`src/rtl/ifetch_ctrl.sv`:
```
// Instruction-fetch controller: owns the PC, addresses the combinational ROM
// and registers the fetched word into IF/ID, sequencing redirects/stalls/flushes.
module ifetch_ctrl #(
  parameter logic [31:0] RESET_PC  = 32'h8000_0000,
  parameter logic [31:0] ILLOP_PC  = 32'h8000_0004,
  parameter logic [31:0] XADR_PC   = 32'h8000_0008,
  parameter int          ROM_WORDS = 256
) (
  input  logic        clk,
  input  logic        reset,
  output logic [31:0] rom_addr,
  input  logic [31:0] rom_data,
  input  logic        stall,
  input  logic        flush,
  input  logic        branch_taken,
  input  logic [31:0] branch_target,
  input  logic        jr,
  input  logic [31:0] jr_target,
  input  logic        jump,
  input  logic [31:0] jump_target,
  input  logic        irq,
  input  logic        exception,
  output logic [31:0] if_id_instr,
  output logic [31:0] if_id_pc_plus4,
  output logic        if_id_valid,
  output logic [31:0] epc,
  output logic        fetch_fault
);

  localparam logic [28:0] ROM_LIMIT = 29'(ROM_WORDS);

  typedef enum logic [2:0] {
    SEL_EXC, SEL_OOB, SEL_IRQ, SEL_BR, SEL_JR, SEL_JMP, SEL_STALL, SEL_SEQ
  } sel_e;

  typedef enum logic [1:0] {
    IFID_LOAD, IFID_HOLD, IFID_BUBBLE
  } ifid_e;

  logic [31:0] pc_r;
  logic [31:0] if_id_instr_r;
  logic [31:0] if_id_pc_plus4_r;
  logic        if_id_valid_r;
  logic [31:0] epc_r;
  logic        fetch_fault_r;

  logic [31:0] pc_plus4_s;
  logic        oob_s;
  logic        interrupt_ok_s;
  sel_e        sel_s;
  ifid_e       ifid_mode_s;
  logic [31:0] pc_next_s;
  logic [31:0] epc_next_s;
  logic        fault_next_s;
  logic [31:0] instr_next_s;
  logic [31:0] pp4_next_s;
  logic        valid_next_s;

  // Kernel bit is kept; only the low 31 bits increment (and wrap).
  assign pc_plus4_s     = {pc_r[31], pc_r[30:0] + 31'd4};
  assign oob_s          = (pc_r[30:2] >= ROM_LIMIT);
  assign interrupt_ok_s = irq & ~pc_r[31] & ~stall;

  // Fixed-priority choice of what drives the next PC.
  always_comb begin
    sel_s = SEL_SEQ;
    if (exception) begin
      sel_s = SEL_EXC;
    end else if (oob_s) begin
      sel_s = SEL_OOB;
    end else if (interrupt_ok_s) begin
      sel_s = SEL_IRQ;
    end else if (branch_taken) begin
      sel_s = SEL_BR;
    end else if (jr) begin
      sel_s = SEL_JR;
    end else if (jump) begin
      sel_s = SEL_JMP;
    end else if (stall) begin
      sel_s = SEL_STALL;
    end else begin
      sel_s = SEL_SEQ;
    end
  end

  // Next PC, EPC, fault pulse and IF/ID action for the selected source.
  always_comb begin
    pc_next_s    = pc_plus4_s;
    epc_next_s   = epc_r;
    fault_next_s = 1'b0;
    ifid_mode_s  = IFID_BUBBLE;
    case (sel_s)
      SEL_EXC: begin
        pc_next_s  = XADR_PC;
        epc_next_s = if_id_pc_plus4_r;
      end
      SEL_OOB: begin
        pc_next_s    = XADR_PC;
        epc_next_s   = pc_plus4_s;
        fault_next_s = 1'b1;
      end
      SEL_IRQ: begin
        // Return to the fetch being squashed now.
        pc_next_s  = ILLOP_PC;
        epc_next_s = pc_r;
      end
      SEL_BR:  pc_next_s = branch_target;
      SEL_JR:  pc_next_s = jr_target;
      SEL_JMP: pc_next_s = jump_target;
      SEL_STALL: begin
        pc_next_s = pc_r;
        if (flush) begin
          ifid_mode_s = IFID_BUBBLE;
        end else begin
          ifid_mode_s = IFID_HOLD;
        end
      end
      SEL_SEQ: begin
        pc_next_s = pc_plus4_s;
        if (flush) begin
          ifid_mode_s = IFID_BUBBLE;
        end else begin
          ifid_mode_s = IFID_LOAD;
        end
      end
      default: begin
        pc_next_s   = XADR_PC;
        ifid_mode_s = IFID_BUBBLE;
      end
    endcase
  end

  // IF/ID register input mux.
  always_comb begin
    instr_next_s = 32'h0000_0000;
    pp4_next_s   = 32'h0000_0000;
    valid_next_s = 1'b0;
    case (ifid_mode_s)
      IFID_LOAD: begin
        instr_next_s = rom_data;
        pp4_next_s   = pc_plus4_s;
        valid_next_s = 1'b1;
      end
      IFID_HOLD: begin
        instr_next_s = if_id_instr_r;
        pp4_next_s   = if_id_pc_plus4_r;
        valid_next_s = if_id_valid_r;
      end
      IFID_BUBBLE: begin
        instr_next_s = 32'h0000_0000;
        pp4_next_s   = 32'h0000_0000;
        valid_next_s = 1'b0;
      end
      default: begin
        instr_next_s = 32'h0000_0000;
        pp4_next_s   = 32'h0000_0000;
        valid_next_s = 1'b0;
      end
    endcase
  end

  // PC, IF/ID, EPC and fault state registers.
  always_ff @(posedge clk or negedge reset) begin
    if (!reset) begin
      pc_r             <= RESET_PC;
      if_id_instr_r    <= 32'h0000_0000;
      if_id_pc_plus4_r <= 32'h0000_0000;
      if_id_valid_r    <= 1'b0;
      epc_r            <= 32'h0000_0000;
      fetch_fault_r    <= 1'b0;
    end else begin
      pc_r             <= pc_next_s;
      if_id_instr_r    <= instr_next_s;
      if_id_pc_plus4_r <= pp4_next_s;
      if_id_valid_r    <= valid_next_s;
      epc_r            <= epc_next_s;
      fetch_fault_r    <= fault_next_s;
    end
  end

  assign rom_addr       = pc_r;
  assign if_id_instr    = if_id_instr_r;
  assign if_id_pc_plus4 = if_id_pc_plus4_r;
  assign if_id_valid    = if_id_valid_r;
  assign epc            = epc_r;
  assign fetch_fault    = fetch_fault_r;

endmodule

```
`config.mk`:
```
export PLATFORM = sky130hd
export DESIGN_NAME = ifetch_ctrl
export DESIGN_NICKNAME = d
export VERILOG_FILES = /design/src/rtl/ifetch_ctrl.sv
export SDC_FILE = /design/constraint.sdc
export NUM_CORES = 1
export LEC_CHECK = 0
export BUFFER_PORTS_ARGS = -buffer_cell sky130_fd_sc_hd__buf_2
export CORE_MARGIN = 2
export CORE_UTILIZATION = 40
export DETAILED_ROUTE_END_ITERATION = 8
export GPL_ROUTABILITY_DRIVEN = 0
export PLACE_DENSITY = 0.69
export SLEW_MARGIN = 30
export SYNTH_ARGS = -nofsm -noshare
export SYNTH_HDL_FRONTEND = slang
export SYNTH_SLANG_ARGS = --single-unit
```
`constraint.sdc`:
```
create_clock -name clk -period 4.35 [get_ports clk]
set_input_delay 0.2175 -clock clk [delete_from_list [all_inputs] [get_ports clk]]
set_output_delay 0.2175 -clock clk [all_outputs]
set_load 0.005 [all_outputs]
```
==> impl_metrics.json <==
{
  "clock-sinks": 130,
  "critPathLaunchType": "register",
  "drive_above_1_share_pct": 37.6,
  "p_clk_share_pct": 47.1,
  "synthFlopType": "dfrtp_1",
  "critPathMaxFanout": 25,
  "die_area_um2": 16200,
  "hold_viol": 0,
  "grt_max_degree": 89,
  "slew_violations": 0,
  "finalSetupViolCount": 0,
  "internal-power_mw": 2.22,
  "synth_edf_count": 0,
  "synth_common_cells": "dfrtp_1 (129), nand2_1 (88), a21oi_1 (42)",
  "clockBufferDepth": 2,
  "synth_warnings": 0,
  "totalWireLength_um": 18900,
  "num-fill-cells": 1381,
  "start_util_pct": 40.5,
  "cts_buffers": 17,
  "rows": 45,
  "slowest_delay_ps": 860,
  "grt_usage_pct": 23.2,
  "report.power.total_mw": 2.97,
  "pwr-share-seq_pct": 42.2,
  "p_switching_mw": 0.749,
  "fmax_mhz": 268,
  "synthCells": 589,
  "cts_tree": "yes",
  "hpwl_um": 13800,
  "port_buffers": 266,
  "cp-end-kind": "register",
  "arrival_ps": 4090,
  "ant_nets": 0,
  "die_x_um": 127,
  "fin_setup_tns_ps": 0,
  "synth-seq-area-share_pct": 53.5,
  "antenna_cells": 0,
  "num_vias": 5634,
  "synth_area_leaders": "dfrtp_1 (53%), nand2_1 (5.4%), a22o_1 (5.3%), a21oi_1 (3.5%), xor2_1 (2.6%)",
  "grt_pass1_wl_um": 29100,
  "crit_required_ps": 4710,
  "drv_cap": 0,
  "powerDensity_nw_per_um2": 358,
  "crit_path_top_delay_cell": "and3b_1",
  "period_share_pct": 85.9,
  "routedWlPerCell_um": 17.8,
  "worst-path-buf-inv": 2,
  "p_leak_nw": 4.40,
  "ys_async_sr_fraction_pct": 100,
  "core_area_um2": 15000,
  "ioPinCount": 267,
  "syn2layout_area_growth_pct": 36.6,
  "overflow": 0,
  "worst_clock_skew_ps": 8.38,
  "critPathTopFamily": "simple AND/OR/NAND/NOR gates",
  "synth_top_area_share_pct": 53.0,
  "yosys_register_bits": 130,
  "die_h_um": 127,
  "cts_root_buf": "clkbuf_16",
  "synth_top_area_cell": "dfrtp_1",
  "finalNetCount": 1001,
  "drc": 0,
  "slew_headroom_pct": 35.8,
  "grt_pass1_vias": 5337,
  "path_clk_slew_ps": 60,
  "fin_crit_ps": 3740,
  "ir_drop_v": 0.000264,
  "hold_path_class": "in -> reg",
  "worstMarginPinSlew_ps": 963,
  "rsz0062_at_grt": "no",
  "yosysUniqueCellTypes": 57,
  "p_comb_share_pct": 10.7,
  "p_sw_share_pct": 25.2,
  "status": "complete, no violations",
  "crit_type": "reg -> reg",
  "synth_area_um2": 6090,
  "dr.pass1.iters": 6,
  "avgSynthCellArea_um2": 10.3,
  "worstSkewPairLatency_ps": 420,
  "syn_nets": 728,
  "viasPerCell": 5.30,
  "first_iter_violations": 357,
  "htreeDepth": 4,
  "antenna_found_initial": 0,
  "crit_path_cell_trace": "or4_4 > or3_4 > nor2_8 > and3b_1 > buf_4 > a22oi_2 > nand2_1 > dlygate4sd3_1",
  "yosys.cell_count.top_type": "dfrtp_1"
}
[power groups by stage]
stage	sequential, mW	combinational (mW)	clock, mW
floorplan	1.28	0.148	0
global placement	1.28	0.303	0
detailed placement	1.28	0.305	0
CTS	1.25	0.318	1.42
global route	1.26	0.352	1.49
finish	1.25	0.317	1.40
[logic make-up after synthesis]
logic type,Yosys count,share of synthesized area [%]
flops,130,53.5
xor+xnor,28,4.03
buf+inv,56,4.38
fa+ha+maj,2,0.411
mux,9,1.50
simple gates,198,16.7
compound gates,166,19.5
[layout make-up]
cell class | count | area (um^2) | share of cell area (%)
inverters | 17 | 63.8 | 0.767
repair buffers | 293 | 1580 | 19.0
clock buffers | 17 | 425 | 5.12
well taps | 188 | 235 | 2.83
clock inverters | 15 | 158 | 1.90
multi-input cells | 403 | 2600 | 31.2
flip-flops and latches | 130 | 3250 | 39.1
[registers in the layout, summed over array words and instances (netlist names)]
name,flops
epc,32
if_id_instr,32
if_id_pc_plus4,32
rom_addr,32
fetch_fault,1
if_id_valid,1
[final timing paths]
check / endpoint / depth (start not counted) / start / slack [ps]
min in group asynchronous: if_id_instr[8]$_DFFE_PN0P_ / 2 / reset / 420
max in group asynchronous: if_id_instr[24]$_DFFE_PN0P_ / 3 / reset / 2790
min: rom_addr[20]$_DFFE_PN0P_ / 3 / jr_target[20] / 10
max reg2reg: rom_addr[27]$_DFFE_PN0P_ / 8 / rom_addr[22]$_DFFE_PN0P_ / 610
max: rom_addr[27]$_DFFE_PN0P_ / 8 / rom_addr[22]$_DFFE_PN0P_ / 610
min reg2reg: if_id_valid$_DFFE_PN0P_ / 2 / if_id_valid$_DFFE_PN0P_ / 470
[worst register-to-register path, cell delays in order, from the launching register on]
cell           delay [ps]
dfrtp_1               440
or4_4                 600
or3_4                 440
nor2_8                350
and3b_1               860
buf_4                 300
a22oi_2                80
nand2_1                70
dlygate4sd3_1         550
[metrics by stage]
stage | instances | hold slack, ps | utilization, % | area (um^2) | setup slack, ps
CTS | 1063 | 0.441 | 55.2 | 8300 | 670
detailed placement | 1015 | 334 | 50.3 | 7560 | 1190
global route | 1063 | 10.2 | 55.3 | 8310 | 358
global placement | 1015 | 340 | 50.3 | 7560 | 1230
floorplan | 589 | -78.1 | - | 6090 | 2160
finish | 1063 | 12.1 | 55.3 | 8310 | 612
[cell usage in the layout (no fill, tap or decap), types with 4 or more instances in the layout]
cell type,count
buf_2,265
dfrtp_1,129
nand2_1,88
a21oi_1,42
a22o_1,37
o21ai_0,25
and2_1,22
xor2_1,18
inv_1,17
clkbuf_16,17
nor2_1,16
dlygate4sd3_1,16
nand3_1,12
nor2b_1,12
a22oi_1,11
buf_4,11
xnor2_1,10
mux2i_1,8
a22oi_2,8
nand4_1,7
a222oi_1,7
o31ai_1,6
and3_1,6
o22ai_1,5
nor3_1,4
and4_1,4
o211ai_1,4
or3_1,4
o32ai_1,4
a211oi_1,4
clkinvlp_4,4
[per-layer routing]
metal | global-route usage, % | wire, um
met3 | 7.12 | 1640
met4 | 7.37 | 371
met2 | 36.6 | 8800
met5 | 0 | 0
met1 | 30.8 | 8100
[what timing repair did]
action,4_1_cts,5_1_grt
setup buffers,0,0
hold buffers,16,0
gates resized for setup,0,0
hold endpoints to repair,100,0
Power figures use the tool's default switching activity.
